--- config.mk ---
export PLATFORM = sky130hd
export DESIGN_NAME = triangle_sequencer
export DESIGN_NICKNAME = d
export VERILOG_FILES = /design/src/rtl/triangle_sequencer.sv
export SDC_FILE = /design/constraint.sdc
export NUM_CORES = 1
export LEC_CHECK = 0
export ABC_AREA = 0
export CORE_ASPECT_RATIO = 1.5
export CORE_UTILIZATION = 59
export CTS_BUF_LIST = sky130_fd_sc_hd__clkbuf_16
export CTS_CLUSTER_SIZE = 25
export DETAILED_ROUTE_END_ITERATION = 10
export PLACE_DENSITY = 0.85
export SETUP_SLACK_MARGIN = 0.02
export SYNTH_ARGS = -nofsm -noshare
export SYNTH_HDL_FRONTEND = slang
export SYNTH_SLANG_ARGS = --single-unit
--- constraint.sdc ---
create_clock -name clk -period 3.5 [get_ports clk]
set_input_delay 1.05 -clock clk [delete_from_list [all_inputs] [get_ports clk]]
set_output_delay 1.05 -clock clk [all_outputs]
set_load 0.005 [all_outputs]
--- src/rtl/triangle_sequencer.sv ---
// triangle_sequencer: paces clear/enable strobes for a triangle-wave generator over N full periods
module triangle_sequencer #(
    parameter int N     = 8,
    parameter int DIV_W = 16,
    parameter int CNT_W = 8
) (
    input  logic             clk,
    input  logic             rst,
    input  logic             start,
    input  logic             abort,
    input  logic             pause,
    input  logic [DIV_W-1:0] step_div,
    input  logic [CNT_W-1:0] num_periods,
    output logic             gen_clr,
    output logic             gen_ena,
    output logic             busy,
    output logic             done,
    output logic [CNT_W-1:0] periods_done
);
    localparam logic [1:0] IDLE  = 2'd0;
    localparam logic [1:0] CLEAR = 2'd1;
    localparam logic [1:0] RUN   = 2'd2;
    // last step index of a period: 2*(2^N-1)-1 = 2^(N+1)-3
    localparam logic [N:0] LAST_STEP = {{(N-1){1'b1}}, 2'b01};

    logic [1:0]       state;
    logic [DIV_W-1:0] presc;
    logic [DIV_W-1:0] div_q;
    logic [CNT_W-1:0] num_q;
    logic [N:0]       step_cnt;
    logic             running;
    logic             last_step;
    logic             final_step;
    logic             accept;
    logic             empty_req;

    assign accept     = state == IDLE && start && num_periods != '0;
    assign empty_req  = state == IDLE && start && num_periods == '0;
    assign running    = state == RUN && !abort;
    assign gen_ena    = running && !pause && presc == div_q;
    assign gen_clr    = state == CLEAR;
    assign busy       = state != IDLE;
    assign last_step  = gen_ena && step_cnt == LAST_STEP;
    assign final_step = last_step && periods_done + 1'b1 == num_q;

    // control FSM: abort beats completion, start only honoured in IDLE
    always_ff @(posedge clk or negedge rst) begin
        if (!rst)
            state <= IDLE;
        else
            state <= accept ? CLEAR :
                     state == CLEAR ? (abort ? IDLE : RUN) :
                     (state == RUN && (abort || final_step)) ? IDLE : state;
    end

    // run parameters are frozen at acceptance so CSR edits mid-run are ignored
    always_ff @(posedge clk or negedge rst) begin
        if (!rst) begin
            div_q <= '0;
            num_q <= '0;
        end else if (accept) begin
            div_q <= step_div;
            num_q <= num_periods;
        end
    end

    // prescaler and step position; both freeze while paused or aborting
    always_ff @(posedge clk or negedge rst) begin
        if (!rst) begin
            presc    <= '0;
            step_cnt <= '0;
        end else begin
            presc    <= state == CLEAR ? '0 : (running && !pause) ? (gen_ena ? '0 : presc + 1'b1) : presc;
            step_cnt <= state == CLEAR ? '0 : gen_ena ? (last_step ? '0 : step_cnt + 1'b1) : step_cnt;
        end
    end

    // period tally and completion pulse
    always_ff @(posedge clk or negedge rst) begin
        if (!rst) begin
            periods_done <= '0;
            done         <= 1'b0;
        end else begin
            periods_done <= (state == IDLE && start) ? '0 : last_step ? periods_done + 1'b1 : periods_done;
            done         <= empty_req || final_step;
        end
    end
endmodule

* Yosys cells after proc, flatten, opt, wreduce, memory -nomap -nowiden
Index checks and enable logic that the tools add are counted.
** Word-level totals
- Register bits :: 60
- Output and inout port bits :: 12
- Bits of input ports :: 29
- Logic and storage cells :: 48
** Operators by class
- Muxes and demuxes :: 12
- Reduce and logical (&&, ||, !) cells :: 21
- Equality and inequality tests :: 5
- Add/sub/neg operators :: 3
** Operator list (number)
- 2-to-1 mux 16 bit :: 3
- 2-to-1 mux 9 bit :: 3
- adder 16 x 1 -> 16 bit (second input constant) :: 1
- == test 16 bit :: 1
- 2-to-1 mux 8 bit :: 2
- adder 9 x 1 -> 9 bit (second input constant) :: 1
- == test 9 bit (second input constant) :: 1
- logical AND 1 bit :: 9
- adder 8 x 1 -> 8 bit (second input constant) :: 1
- == test 8 bit :: 1
- zero test 8 bit :: 1
- 2-to-1 mux 2 bit :: 4
- nonzero test 2 bit :: 4
- nonzero test 8 bit :: 1
- nonzero test 3 bit :: 1
- == test 2 x 1 -> 1 bit (second input constant) :: 1
- == test 2 bit (second input constant) :: 1
- zero test 1 bit :: 2
- zero test 2 bit :: 1
- logical OR 1 bit :: 2

* Depth between registers and ports, before layout
Gate-level depths: netlist (run 1).
- Depth in word-level cells :: 11
- Depth in mapped cells :: 9
- Mapped depth without buffers :: 7

* Least setup slack after synthesis (run 1)
No wires, ideal clock.
- Path kind :: input to output
- From :: input port abort
- To :: output port gen_ena
- Setup slack :: 445 ps
- Buffers on the path :: 1
- Data arrival time :: 2005 ps
- Required time :: 2450 ps
- Stages :: 5
- Cells stage by stage :: nor4b_4 > nand2_1 > or2_1 > clkbuf_1 > inv_2
** Between the ends
- Cells in the longest elaborated chain, start to end :: 4
** Ends and longest elaborated chain
- from (decl) :: line 10 : input logic abort,
- zero test 1 bit :: line 39 : assign running = state == RUN && !abort;
- logical AND 1 bit :: line 39
- logical AND 1 bit (2 in a row) :: line 40 : assign gen_ena = running && !pause && presc == div_q;
- to (decl) :: line 15 : output logic gen_ena,
Every way passes these cells.

* Worst setup path in the final report (run 1)
- From :: input port abort
- To :: register state[1]
** Between the ends
- Cells in the longest elaborated chain, start to end :: 9
- Elaborated cells on any way between the ends :: 12
- Those cells by class :: 3 x mux; 9 x reduce/logical
** Ends and longest elaborated chain
- zero test 1 bit :: line 39
- logical AND 1 bit :: line 39
- logical AND 1 bit (2 in a row) :: line 40
- logical AND 1 bit :: line 43 : assign last_step = gen_ena && step_cnt == LAST_STEP;
- logical AND 1 bit :: line 44 : assign final_step = last_step && periods_done + 1'b1 == num_q;
- logical OR 1 bit :: line 53 : (state == RUN && (abort || final_step)) ? IDLE : state;
- logical AND 1 bit :: line 53
- nonzero test 3 bit (no source line)
- to (signal assigned) :: line 51 : state <= accept ? CLEAR :
- to (decl) :: line 26 : logic [1:0] state;
Parallel ways exist; a longest one is shown, timed or not.
A chain may end at the register's enable or synchronous reset.

==> flow_summary.json, run 1 <==
{
  "ys_warn_count": 0,
  "detailedPlace.worstSlack_ns": -0.303,
  "synth-compound-area-share_pct": 9.26,
  "synth_top_area_share_pct": 48.3,
  "synth_most_common_cell": "dfrtp_1",
  "drive_gt1_share_pct": 17.5,
  "fin_crit_ns": 3.38,
  "tightestPinTransition_ns": 0.486,
  "finalCritPeriodShare_pct": 96.4,
  "final_cells": 429,
  "hold_viol": 0,
  "start_kind": "primary input",
  "synth_cells": 299,
  "vias": 2505,
  "clkPwrFrac_pct": 29.9,
  "gp_congestion": 0.890,
  "synth_nets": 332,
  "final_nets": 391,
  "synth-async-reset-ratio_pct": 100,
  "synth_top_family_by_area": "simple AND/OR/NAND/NOR gates",
  "whs_path_depth": 1,
  "path_class": "primary input to register",
  "cp-end-kind": "register",
  "critical_path_required_ns": 3.71,
  "yosysSeqAreaShare_pct": 48.3,
  "cellLeakagePower_nw": 1.77,
  "status": "completed",
  "crit_fanout": 5,
  "drtPass1Iterations": 5,
  "finalMaxSlewViolations": 0,
  "yosysTopAreaCell": "dfrtp_1",
  "ys_seq_elements": 60,
  "drtIter0Drc": 105,
  "grt_max_degree": 33,
  "die_area_um2": 5570,
  "path_clk_slew_ns": 0.05,
  "ioPinCount": 41,
  "cts_max_path_buffers": 2,
  "drc_errors": 0,
  "core-area_um2": 5120,
  "grt_pass1_wl_mm": 11.7,
  "synthMuxAreaShare_pct": 8.65,
  "drt-met1-wl_mm": 2.67,
  "cts-hold-fix-buffers": 0,
  "setup_viol": 0,
  "antenna_found_initial": 0,
  "fp.dieW_um": 61.3,
  "synthTopCellsByArea": "dfrtp_1 (48%), mux2_2 (8.3%), xor2_1 (7.6%)",
  "r2r_cells": 14,
  "ir_drop_mv": 0.477,
  "worst_hold_path_type": "register to register",
  "fmax_ghz": 0.296,
  "grtUsageTotal_pct": 29.2,
  "wl_met3_um": 284,
  "cts_tree": "built",
  "relSlewSlack_pct": 67.3,
  "dp_cells": 408,
  "swShare_pct": 31.0,
  "io_buffers": 40,
  "wl_met2_mm": 3.75,
  "p_total_mw": 2.46,
  "dieHeight_um": 90.9,
  "yosys.area_share.simple_pct": 18.1,
  "p_sw_mw": 0.762,
  "p_seq_share_pct": 42.3,
  "ant_nets": 0,
  "cts_buffers": 9,
  "h-tree-depth": 3,
  "wl_mm": 7.01,
  "grt-ovfl-total": 0,
  "cts_sinks": 60,
  "comb_power_share_pct": 27.8,
  "rrSetupSlack_ns": 0.27,
  "grt_pass1_vias": 2631,
  "synth_xor_area_share_pct": 11.8,
  "top_layer_used": "met4",
  "antenna_cells": 0,
  "fin_skew_ns": 0.00471,
  "synth_commonest_cells": "dfrtp_1 (60), nor2_1 (31), xor2_1 (27)",
  "clock_latency_ns": 0.32,
  "yosys.area_share.adder_pct": 1.61,
  "syn-cell-area_um2": 3110,
  "p_int_mw": 1.70,
  "std_cell_rows": 32,
  "dp_hpwl_mm": 4.90,
  "syn_to_final_growth_pct": 26.6,
  "synth_edf_count": 0,
  "p_per_area_nw_per_um2": 625,
  "initial_core_util_pct": 60.7,
  "postSynthAreaPerCell_um2": 10.4,
  "synth-main-ff-cell": "dfrtp_1",
  "clockRootBuffer": "clkbuf_16",
  "grt_setup_unrepaired": "no",
  "utilization_pct": 76.8,
  "yosysUniqueCellTypes": 44,
  "cp_data_arrival_time_ns": 3.59,
  "drv_cap": 0,
  "viasPerCell": 5.84,
  "setup_ws_ns": 0.125,
  "wl_per_cell_um": 16.3
}
final cells by class:
cell class / count / area, um^2
fill: 369 / 1190
tap: 68 / 85.1
timing repair buffer: 56 / 517
inverter: 10 / 37.5
multi-input combinational: 221 / 1550
clock buffer: 9 / 225
sequential: 60 / 1500
clock inverter: 5 / 22.5
worst max-delay path, stage by stage:
cell and delay, ns:
clkbuf_2 0.11, nor4b_4 0.28, nand2_1 0.11, buf_4 0.15, buf_4 0.12, buf_4 0.12, buf_4 0.12, buf_4 0.12
buf_4 0.12, buf_4 0.12, buf_4 0.14, or3_4 0.38, or4b_4 0.49, and2_1 0.15
power by group through the flow:
stage	Clock, mW	Combinational [mW]	Sequential, mW
after detailed placement	0	0.680	1.04
after CTS	0.748	0.686	1.04
after global placement	0	0.657	1.04
final	0.737	0.683	1.04
after global routing	0.777	0.752	1.06
after floorplan	0	0.512	0.982
layout by cell type, fill, tap and decap left out, types with 2 or more instances in the layout:
cell             count
nand2_1             20
a21oi_1             11
xor2_1              27
clkbuf_2             2
ha_1                 4
o21ai_0              7
nor3_1               4
o31ai_1              3
a21o_1               8
nand3_1             12
or2_2                2
o2111ai_1            2
and2_1               3
xnor2_1             15
o211ai_1             2
or3_1                4
buf_4               15
nand2b_1             5
mux2_2              23
dfrtp_1             60
clkdlybuf4s50_1     36
or4_1                3
inv_1               10
a31oi_1              4
clkbuf_16            9
and4_1               3
nand4_1              4
clkinv_2             3
nor2_1              31
nor4_1               7
metal layers:
metal  vias to the layer above  track usage, %
met5                         -               0
met4                         0            18.0
met3                        28            8.60
met2                        85            48.7
met1                      1225            30.6
li1                       1167               -
worst paths after layout:
check	from	endpoint
max	abort	state[1]
min	div_q[7]	div_q[7]
max reg2reg	presc[9]	state[1]
min reg2reg	div_q[7]	div_q[7]
max in group asynchronous	rst	presc[0]
min in group asynchronous	rst	periods_done[3]
flip-flops by register name, summed over array words and instances (netlist names):
register,cells
div_q,16
step_cnt,9
done,1
presc,16
state,2
periods_done,8
num_q,8
timing repair:
action                                  4_1_cts  5_1_grt
endpoints found under the setup margin        1       16
buffers inserted                              7        0
pin swaps                                     2        2
gates resized for setup                       3        7
kinds of logic after synthesis:
family                   count (synthesis)
multiplexers                            24
XOR/XNOR                                42
buffers and inverters                   18
AO/OA/AOI/OAI                           44
flip-flops                              60
AND/OR/NAND/NOR                        107
adder cells (fa/ha/maj)                  4
metrics by stage:
| step | setup TNS [ns] | hold slack (ns) | area (um^2) |
|---|---|---|---|
| after global routing | 0 | 0.551 | 3940 |
| after CTS | 0 | 0.530 | 3940 |
| after detailed placement | -0.303 | 0.516 | 3640 |
| final | 0 | 0.525 | 3940 |
| after floorplan | 0 | 0.496 | 3110 |
| after global placement | -0.222 | 0.508 | 3640 |
(Power assumes the default switching activity.)
==> inputs of run 2 (changes only) <==
--- a/config.mk
+++ b/config.mk
@@ -6,12 +6,15 @@
 export NUM_CORES = 1
 export LEC_CHECK = 0
 export ABC_AREA = 0
+export CELL_PAD_IN_SITES_DETAIL_PLACEMENT = 0
+export CELL_PAD_IN_SITES_GLOBAL_PLACEMENT = 1
 export CORE_ASPECT_RATIO = 1.5
-export CORE_UTILIZATION = 59
+export CORE_UTILIZATION = 46
 export CTS_BUF_LIST = sky130_fd_sc_hd__clkbuf_16
 export CTS_CLUSTER_SIZE = 25
 export DETAILED_ROUTE_END_ITERATION = 10
-export PLACE_DENSITY = 0.85
+export GPL_TIMING_DRIVEN = 0
+export PLACE_DENSITY_LB_ADDON = 0.1
 export SETUP_SLACK_MARGIN = 0.02
 export SYNTH_ARGS = -nofsm -noshare
 export SYNTH_HDL_FRONTEND = slang
==> flow_summary.json, run 2 (synthesis gave the netlist of run 1 again) <==
{
  "cts-hold-fix-buffers": 0,
  "worst_hold_path_type": "register to register",
  "drive_gt1_share_pct": 14.7,
  "final_common_cell": "dfrtp_1",
  "status": "completed",
  "wl_mm": 6.74,
  "cp_data_arrival_time_ns": 2.24,
  "drc_errors": 0,
  "antenna_found_initial": 0,
  "viasPerCell": 5.40,
  "cts_max_path_buffers": 2,
  "grt_pass1_vias": 2366,
  "drtIter0Drc": 126,
  "final_cell_mix": "dfrtp_1 (60), clkdlybuf4s50_1 (36), nor2_1 (31), xor2_1 (27), mux2_2 (23)",
  "crit_fanout": 2,
  "finalCritPeriodShare_pct": 94.1,
  "multiInputGateArea_um2": 1540,
  "io_buffers": 40,
  "fin_crit_ns": 3.29,
  "crit_start": "pause",
  "regToRegEndpoint": "state[1]",
  "p_int_mw": 1.77,
  "cp-end-kind": "output pin",
  "grt_setup_unrepaired": "no",
  "final_nets": 388,
  "grt_max_degree": 35,
  "wl_per_cell_um": 15.5,
  "grt-ovfl-total": 0,
  "path_class": "primary input to output pin",
  "relSlewSlack_pct": 54.7,
  "core-area_um2": 6530,
  "design_area_um2": 3940,
  "critical_path_required_ns": 2.45,
  "h-tree-depth": 3,
  "antenna_cells": 0,
  "fin_skew_ns": 0.00659,
  "dp_hpwl_mm": 4.97,
  "clock_latency_ns": 0.33,
  "hold_viol": 0,
  "die_area_um2": 7100,
  "vias": 2356,
  "std_cell_rows": 36,
  "drv_cap": 0,
  "tightestPinTransition_ns": 0.680,
  "p_seq_share_pct": 39.4,
  "grtUsageTotal_pct": 20.9,
  "swShare_pct": 30.6,
  "grt_pass1_wl_mm": 11.3,
  "cts_sinks": 60,
  "path_clk_slew_ns": 0.05,
  "start_kind": "primary input",
  "drtPass1Iterations": 4,
  "cts_buffers": 9,
  "utilization_pct": 60.3,
  "cts_tree": "built",
  "place_area_um2": 3620,
  "ir_drop_mv": 0.501,
  "comb_power_share_pct": 27.7,
  "p_sw_mw": 0.783,
  "syn_to_final_growth_pct": 26.7,
  "fillers": 563,
  "gp_congestion": 0.805,
  "crit_end": "gen_ena",
  "clkPwrFrac_pct": 32.8,
  "dieHeight_um": 103,
  "ioPinCount": 41,
  "setup_viol": 0,
  "fp.dieW_um": 69.1,
  "rrSetupSlack_ns": 0.88,
  "p_per_area_nw_per_um2": 649,
  "finalMaxSlewViolations": 0,
  "cellLeakagePower_nw": 1.75,
  "register_area_um2": 1500,
  "initial_core_util_pct": 47.6,
  "reg_top3": "div_q (16), presc (16), step_cnt (9)",
  "ant_nets": 0,
  "worstReg2RegStart": "presc[9]",
  "r2r_cells": 8,
  "clockRootBuffer": "clkbuf_16",
  "fmax_ghz": 0.304
}
==> run 2: cell count changes in the layout (fill, tap and decap cells not counted), sizes merged <==
cell | before | now
clkbuf | 11 | 14
dlygate4sd2 | 1 | 3
clkinvlp | 0 | 1
buf | 17 | 9
bufinv | 0 | 1
==> run 2: final cells by class <==
| cell class | count | area share (%) |
|---|---|---|
| plain buffers | 7 | 0.731 |
| clock buffers | 9 | 5.72 |
| clock inverters | 7 | 1.49 |
| inverters | 10 | 0.953 |
| multi-input cells | 221 | 39.2 |
| flip-flops and latches | 60 | 38.1 |
| well taps | 76 | 2.41 |
| repair buffers | 46 | 11.4 |
==> run 2: repair_timing <==
item	4_1_cts	5_1_grt
setup endpoints to repair	1	0
setup buffers	5	0
gates resized for setup	5	0
==> run 2: per-stage QoR <==
step | worst slack [ns] | total power [mW] | hold slack (ns) | TNS (ns) | cells
floorplan | 0.445 | 1.49 | 0.496 | 0 | 299
detailed placement | -0.888 | 1.73 | 0.517 | -1.56 | 416
CTS | 0.184 | 2.59 | 0.528 | 0 | 436
global placement | -0.858 | 1.72 | 0.512 | -35.86 | 415
global route | 0.126 | 2.70 | 0.532 | 0 | 436
finish | 0.207 | 2.56 | 0.526 | 0 | 436
==> run 2: how the worst min path moves through the flow <==
| stage | startpoint | to | slack [ns] | depth (start not counted) |
|---|---|---|---|---|
| 2_1_floorplan | num_q[6] | num_q[6] | 0.50 | 1 |
| 3_3_place_gp | div_q[2] | div_q[2] | 0.51 | 1 |
| 3_5_place_dp | num_q[6] | num_q[6] | 0.52 | 1 |
| 4_1_cts | num_q[6] | num_q[6] | 0.53 | 1 |
| 5_1_grt | num_q[7] | num_q[7] | 0.53 | 1 |
| 6_report | div_q[9] | div_q[9] | 0.53 | 1 |
==> run 2: worst max-delay path, stage by stage <==
cell	delay (ns)
dlygate4sd2_1	0.27
nor4b_4	0.30
nand2_2	0.09
or2_4	0.24
inv_2	0.06
dlygate4sd2_1	0.22
==> run 2: metal layers <==
metal / share of wire (%) / global-route usage (%)
met5: 0 / 0
met4: 2.6 / 10.5
met3: 2.6 / 4.30
met2: 53 / 37.6
met1: 42 / 23.7
==> run 2: power by group through the flow <==
stage | sequential, mW | clock, mW | combinational [mW]
final | 1.01 | 0.840 | 0.709
after global routing | 1.03 | 0.878 | 0.789
after CTS | 1.01 | 0.855 | 0.725
after detailed placement | 1.02 | 0 | 0.715
after global placement | 1.02 | 0 | 0.699
after floorplan | 0.982 | 0 | 0.512
